File: src/rtl/mem_arbiter.sv
// Two-master memory arbiter: an instruction fetch port and a load/store port
// share one memory. One access is outstanding at a time; data wins ties unless
// fetch has been starved for MAXWAIT back-to-back data grants.
module mem_arbiter #(
  parameter int unsigned XLEN    = 32,
  parameter int unsigned MAXWAIT = 3
) (
  input  logic            clk,
  input  logic            reset,
  input  logic            f_req,
  input  logic [XLEN-1:0] f_addr,
  input  logic            flush,
  input  logic            d_req,
  input  logic            d_we,
  input  logic [XLEN-1:0] d_addr,
  input  logic [XLEN-1:0] d_wdata,
  input  logic            mem_ready,
  input  logic [XLEN-1:0] mem_rdata,
  output logic            f_gnt,
  output logic            d_gnt,
  output logic            f_valid,
  output logic            d_valid,
  output logic [XLEN-1:0] f_rdata,
  output logic [XLEN-1:0] d_rdata,
  output logic            mem_req,
  output logic            mem_we,
  output logic [XLEN-1:0] mem_addr,
  output logic [XLEN-1:0] mem_wdata,
  output logic            busy
);

  localparam int unsigned SW = (MAXWAIT < 1) ? 1 : $clog2(MAXWAIT + 1);
  localparam logic [SW-1:0] StreakMax = SW'(MAXWAIT);

  typedef enum logic [1:0] {StIdle, StFWait, StDWait} state_e;

  state_e            state_q, state_d;
  logic [SW-1:0]     streak_q, streak_d;
  logic              kill_q, kill_d;
  logic              f_gnt_q, f_gnt_d, d_gnt_q, d_gnt_d;
  logic              f_valid_q, f_valid_d, d_valid_q, d_valid_d;
  logic [XLEN-1:0]   f_rdata_q, f_rdata_d, d_rdata_q, d_rdata_d;
  logic              mem_req_q, mem_req_d, mem_we_q, mem_we_d;
  logic [XLEN-1:0]   mem_addr_q, mem_addr_d, mem_wdata_q, mem_wdata_d;
  logic              busy_q, busy_d;
  logic              fetch_starved;

  assign fetch_starved = f_req && (streak_q == StreakMax);

  // Next-state: arbitrate in idle, wait for mem_ready otherwise.
  always_comb begin
    state_d     = state_q;
    streak_d    = streak_q;
    kill_d      = kill_q;
    f_gnt_d     = 1'b0;
    d_gnt_d     = 1'b0;
    f_valid_d   = 1'b0;
    d_valid_d   = 1'b0;
    f_rdata_d   = f_rdata_q;
    d_rdata_d   = d_rdata_q;
    mem_req_d   = mem_req_q;
    mem_we_d    = mem_we_q;
    mem_addr_d  = mem_addr_q;
    mem_wdata_d = mem_wdata_q;
    unique case (state_q)
      StIdle: begin
        if (d_req && !fetch_starved) begin
          d_gnt_d     = 1'b1;
          mem_req_d   = 1'b1;
          mem_we_d    = d_we;
          mem_addr_d  = d_addr;
          mem_wdata_d = d_wdata;
          state_d     = StDWait;
          // Only count data grants that actually made fetch wait.
          if (f_req && (streak_q < StreakMax)) streak_d = streak_q + SW'(1);
        end else if (f_req) begin
          f_gnt_d     = 1'b1;
          mem_req_d   = 1'b1;
          mem_we_d    = 1'b0;
          mem_addr_d  = f_addr;
          mem_wdata_d = '0;
          state_d     = StFWait;
          streak_d    = '0;
          kill_d      = flush;
        end
      end
      StFWait: begin
        if (flush) kill_d = 1'b1;
        if (mem_ready) begin
          mem_req_d = 1'b0;
          state_d   = StIdle;
          kill_d    = 1'b0;
          // A flush on the completing edge still kills the response.
          if (!(kill_q || flush)) begin
            f_valid_d = 1'b1;
            f_rdata_d = mem_rdata;
          end
        end
      end
      StDWait: begin
        if (mem_ready) begin
          mem_req_d = 1'b0;
          state_d   = StIdle;
          d_valid_d = 1'b1;
          d_rdata_d = mem_rdata;
        end
      end
      default: state_d = StIdle;
    endcase
    busy_d = (state_d != StIdle);
  end

  // State and registered outputs.
  always_ff @(posedge clk or negedge reset) begin
    if (!reset) begin
      state_q     <= StIdle;
      streak_q    <= '0;
      kill_q      <= 1'b0;
      f_gnt_q     <= 1'b0;
      d_gnt_q     <= 1'b0;
      f_valid_q   <= 1'b0;
      d_valid_q   <= 1'b0;
      f_rdata_q   <= '0;
      d_rdata_q   <= '0;
      mem_req_q   <= 1'b0;
      mem_we_q    <= 1'b0;
      mem_addr_q  <= '0;
      mem_wdata_q <= '0;
      busy_q      <= 1'b0;
    end else begin
      state_q     <= state_d;
      streak_q    <= streak_d;
      kill_q      <= kill_d;
      f_gnt_q     <= f_gnt_d;
      d_gnt_q     <= d_gnt_d;
      f_valid_q   <= f_valid_d;
      d_valid_q   <= d_valid_d;
      f_rdata_q   <= f_rdata_d;
      d_rdata_q   <= d_rdata_d;
      mem_req_q   <= mem_req_d;
      mem_we_q    <= mem_we_d;
      mem_addr_q  <= mem_addr_d;
      mem_wdata_q <= mem_wdata_d;
      busy_q      <= busy_d;
    end
  end

  assign f_gnt     = f_gnt_q;
  assign d_gnt     = d_gnt_q;
  assign f_valid   = f_valid_q;
  assign d_valid   = d_valid_q;
  assign f_rdata   = f_rdata_q;
  assign d_rdata   = d_rdata_q;
  assign mem_req   = mem_req_q;
  assign mem_we    = mem_we_q;
  assign mem_addr  = mem_addr_q;
  assign mem_wdata = mem_wdata_q;
  assign busy      = busy_q;

endmodule

File: config.mk
export PLATFORM = sky130hd
export DESIGN_NAME = mem_arbiter
export DESIGN_NICKNAME = d
export VERILOG_FILES = /design/src/rtl/mem_arbiter.sv
export SDC_FILE = /design/constraint.sdc
export NUM_CORES = 1
export LEC_CHECK = 0
export ABC_AREA = 1
export BUFFER_PORTS_ARGS = -buffer_cell sky130_fd_sc_hd__buf_2
export CAP_MARGIN = 25
export CORE_MARGIN = 1.5
export CORE_UTILIZATION = 42
export DETAILED_ROUTE_END_ITERATION = 12
export PLACE_DENSITY = 0.73
export SLEW_MARGIN = 40
export SYNTH_ARGS = -nofsm -noshare
export SYNTH_HDL_FRONTEND = slang
export SYNTH_SLANG_ARGS = --single-unit
File: constraint.sdc
create_clock -name clk -period 2.2 [get_ports clk]
set_input_delay 0.11 -clock clk [delete_from_list [all_inputs] [get_ports clk]]
set_output_delay 0.11 -clock clk [all_outputs]
set_load 0.1 [all_outputs]
-- Word level (Yosys, flattened, before mapping)
Index checks and enable logic that the tools add are counted.
- add/sub/neg operators: 1
- multipliers: 0
- divide/modulo/power cells: 0
- $lt $le $gt $ge: 1
- equal/unequal tests: 9
- shift-type cells: 0
- mux-type cells: 32
- bitwise gates (word level): 1
- reductions and logical operators: 17
- operators by type and width (kind ; count):
    two-way mux 32 bit ; 4
    two-way mux 1 bit ; 19
    two-way mux 2 bit ; 6
    AND reduction 3 bit ; 3
    nonzero test 2 bit ; 4
    != test 3 bit, second input constant ; 2
    equality test 2 bit, second input constant ; 2
    != test 2 x 1 -> 1 bit, second input constant ; 2
    != test 2 bit, second input constant ; 2
    one-hot mux 1 bit (2 select lines) ; 2
    one-hot mux 2 bit (2 select lines) ; 1
    AND reduction 2 bit ; 2
    AND reduction 4 bit ; 1
    logical AND 1 bit ; 3
    adder 2 x 1 -> 2 bit, second input constant ; 1
    equality test 2 x 1 -> 1 bit, second input constant ; 1
    logical NOT 2 bit ; 1
    less-than comparator 2 bit, second input constant ; 1
    OR reduction 2 bit ; 1
    logical NOT 1 bit ; 1
    logical OR 1 bit ; 1
    inverter 1 bit ; 1
- register bits after elaboration: 140
- latch bits: 0
- memory bits (writable): 0
- memory bits (read-only): 0
- input port bits: 135
- output and inout port bits: 135
- word-level logic and storage cells: 75
- memories kept: 0

-- Depth between registers and ports, before layout
- depth after elaboration: 7
- gate-level depth with buffers: 9
- mapped depth without buffers: 8

-- Worst setup path after synthesis
OpenSTA, ideal clock, no wires.
- kind: flip-flop to flip-flop
- from: register state_q[0]
- to: register mem_addr_q[14], in the netlist mem_addr[14]
- setup time: 120 ps
- arrival: 1435 ps
- required time: 2080 ps
- setup slack: 645 ps
- stages on the path, launching flop included: 10
- path buffers: 2
- period minus slack after synthesis: 1555 ps
- cells stage by stage: dfrtp_1 -> inv_1 -> ha_1 -> inv_2 -> a21oi_4 -> inv_2 -> buf_2 -> buf_2 -> nand2_1 -> nand2_1
- word-level cells in the longest chain between the ends: 2
- RTL lines (item ; RTL line ; RTL):
    start, declared ; 37 ; state_e state_q, state_d;
    start signal, assigned ; 116 ; state_q <= StIdle;
    start signal, assigned ; 131 ; state_q <= state_d;
    logical NOT 2 bit ; 65 ; unique case (state_q)
    AND reduction 2 bit (no line) ; n/a ;
    end signal, assigned ; 142 ; mem_addr_q <= mem_addr_d;
    end, declared ; 44 ; logic [XLEN-1:0] mem_addr_q, mem_addr_d, mem_wdata_q, mem_wdata_d;
No other way between the ends.
A chain may end at the register's enable or synchronous reset.

-- Worst setup path after layout
- from: register streak_q[1]
- to: register mem_addr_q[24], in the netlist mem_addr[24]
- word-level cells in the longest chain between the ends: 6
- elaborated cells between the ends (all ways): 7
- those cells by class: eq/ne: 1; mux: 1; reduce/logical: 5
- RTL lines (item ; RTL line ; RTL):
    start, declared ; 38 ; logic [SW-1:0] streak_q, streak_d;
    start signal, assigned ; 132 ; streak_q <= streak_d;
    equality test 2 bit (*) ; 48 ; assign fetch_starved = f_req && (streak_q == StreakMax);
    logical AND 1 bit (*) ; 48 ;
    logical NOT 1 bit (*) ; 67 ; if (d_req && !fetch_starved) begin
    logical AND 1 bit (*) ; 67 ;
    nonzero test 2 bit (no line) ; n/a ;
    AND reduction 2 bit (no line) ; n/a ;
Mark *: on every way between the ends. The rest lies on a longest branch, timed or not.

==> results.md <==
* Vias at around 6000
* Root Driver: clkbuf_16
* Post-place setup slack at slightly below 0.5 ns
* Final worst-path cycle share at 0.908
* Initial antenna violation count at 0
* Critical R2R Capture: mem_addr[24]
* Main synth FF type: dfrtp_1
* R2R cell count at 9
* Commonest cells in the netlist: nand2_1 (378), dfrtp_1 (140), o21ai_0 (67)
* Routed WL at 17.3 mm
* Die Footprint at ~0.014 mm²
* Global route overflow at 0
* Largest net degree at the start of global routing at between 60 and 70
* Post-CTS Repair Setup Buffers at 0
* Top-count cell post-synth: nand2_1
* Crit-path max FO at 34
* Status: complete, no violations
* Sequential-to-total area share from yosys stat at 0.610
* Post-synth cell types at 14
* Critical Path Sink Type: flip-flop
* Setup ws final at 0.203 ns
* CTS tree: yes
* Post-synth EDFFs at 0
* Crit path kind: flip-flop to flip-flop
* Worst EP arrival at ~2.3 ns
* Die H at between 100 and 150 µm
* Crit path time final at 2.00 ns
* Clock sinks at 140
* Required @ worst endpoint at 2.55 ns
* Top Ports at between 200 and 300
* Number of DRC markers in iteration 0 at 450
* Clk_skew at approximately 0.010 ns
* Synth Register Bits at 140
* First-pass iteration count of the detailed router at 6
* FMAX at 501 MHz
* Slew margin rel. at 0.570
* Synthesized cell area at between 0.005 and 0.006 mm²
* Syn Nets at approximately 830
* Gpl congestion at ~0.78
* Worst-margin pin slew at 0.645 ns
* Clk pin slew, worst setup/hold paths at 0.06 ns
* Top post-synthesis cells by area: dfrtp_1 (61%), nand2_1 (25%), o21ai_0 (5.8%), inv_1 (2.9%), buf_2 (1.8%)
* CTS max path bufs at 2
* H-tree depth at 4
* N_diodes at 0
* Startpoint types: flip-flop
* R2R setup slack at 0.20 ns
* Cell Area, Placed at slightly above 0.007 mm²
* Asr flop ratio synth at 1.00
* Final setup fails at 0
* Antenna viol nets, final at 0
* Via/cell ratio at approximately 4.7
* Leading area contributor after synthesis: dfrtp_1
* Avg WL per Cell at about 14 µm
* Fin area at 0.00913 mm²
* Max Cap Viol at 0
* Initial Util at 0.432
* Post-detail-place hpwl at approximately 10 mm
* Post-Syn Area per Cell at 8.34 µm²
* Min-delay src: mem_rdata[11]
* YS warnings at 0
* Core box area at between 0.01 and 0.015 mm²
* Area grow syn2layout at 59.1%
* Worst Hold End: f_rdata[11]
* GRT Total Usage at 0.248
* Number of global-route vias before repair at roughly 6000
* Rows at 42
* First-pass GRT wire length at 27.9 mm
* TritonCTS Buffers at 17
* Total negative setup slack at 0 ns
* HP Class: primary input to flip-flop
* Critical R2R Launch: streak_q[1]
* Fraction of layout cells with a size suffix above 1 at 0.288
* Final #Nets at around 1200
* Clock Latency Late Sink at 0.41 ns
* Final hold vios at 0
* Hold depth at 3
* Mapped Cells at between 600 and 700
* DRC viols at 0
* Fillers at a little under 1000
* Fin. max-slew vios at 0
* DIE WIDTH at roughly 120 µm
* IO Port Bufs at between 200 and 300
* RSZ-0062 raised after global routing: false
* Yosys top cell area share at 0.610
## timing repair
action / 4_1_cts / 5_1_grt
hold buffers: 122 / 0
endpoints found under the hold margin: 166 / 0
setup endpoints to repair: 0 / 15
resized for setup: 0 / 2
## flip-flops by register name (all words and copies together) (netlist names)
name / flops
mem_we: 1
f_rdata: 32
d_rdata: 32
mem_req: 1
f_gnt: 1
mem_addr: 32
streak_q: 2
d_valid: 1
busy: 1
d_gnt: 1
kill_q: 1
state_q: 2
mem_wdata: 32
f_valid: 1
## area by class of cell
class                      count  area, µm²  share of cell area
sequential                   140       3500               0.384
timing repair buffer         398       2680               0.293
multi-input combinational    466       1910               0.209
clock buffer                  22        474              0.0519
tap                          176        220              0.0241
inverter                      49        189              0.0207
clock inverter                 9        159              0.0174
## metrics by stage
step	cells	util	hold slack [ns]
2_1_floorplan	688	-	-0.186
3_3_place_gp	1107	0.547	0.0661
3_5_place_dp	1107	0.547	0.0635
4_1_cts	1260	0.687	0.00124
5_1_grt	1260	0.687	0.00861
6_report	1260	0.687	0.0156
## worst max-delay path, stage by stage, from the launching register on
cell,delay (ns)
dfrtp_1,0.36
ha_1,0.14
nand2_1,0.06
nand2_1,0.12
buf_4,0.35
nand2_1,0.11
nand2_1,0.09
dlygate4sd3_1,0.56
nand2_1,0.05
nand2_1,0.08
## cell usage in the layout, fill, tap and decap left out, types with 2 or more instances in the layout
cell / synthesis / routed
clkbuf_1: 11 / 2
buf_12: 0 / 4
buf_4: 0 / 3
nor2_1: 6 / 6
o21ai_0: 67 / 67
clkinv_4: 0 / 2
dfrtp_1: 140 / 140
bufinv_16: 0 / 4
clkbuf_8: 0 / 3
inv_1: 44 / 44
buf_2: 21 / 268
ha_1: 5 / 5
nand2_1: 378 / 377
inv_2: 4 / 2
clkbuf_16: 0 / 17
inv_4: 0 / 2
nand3_1: 8 / 7
dlygate4sd3_1: 0 / 122
## how the worst max path moves through the flow
stage / from / to / slack, ns / cells after the start
after global placement: state_q[0] / mem_addr[1] / 0.26 / 7
after floorplan: state_q[0] / mem_addr[14] / 0.65 / 9
after CTS: streak_q[0] / mem_addr[24] / 0.14 / 9
after detailed placement: state_q[0] / mem_addr[30] / 0.50 / 7
final: streak_q[1] / mem_addr[24] / 0.20 / 9
after global routing: streak_q[1] / mem_addr[8] / 0.08 / 9
## metal layers
metal	vias to the layer above	routed length [µm]	share of wire	global-route usage
met1	2758	6980	0.40	0.305
met5	-	0	0	0
li1	2854	-	-	-
met2	318	8550	0.49	0.420
met3	29	1440	0.083	0.0651
met4	0	358	0.021	0.0967
## kinds of logic after synthesis
family          after synthesis  share of synthesized area
simple gates                393                      0.259
flops                       140                      0.610
buf+inv                      82                     0.0582
compound gates               68                     0.0613
fa+ha+maj                     5                     0.0109
Power is not shown: default switching activity piles up to over one toggle a cycle in this logic, so the estimate is an artifact.
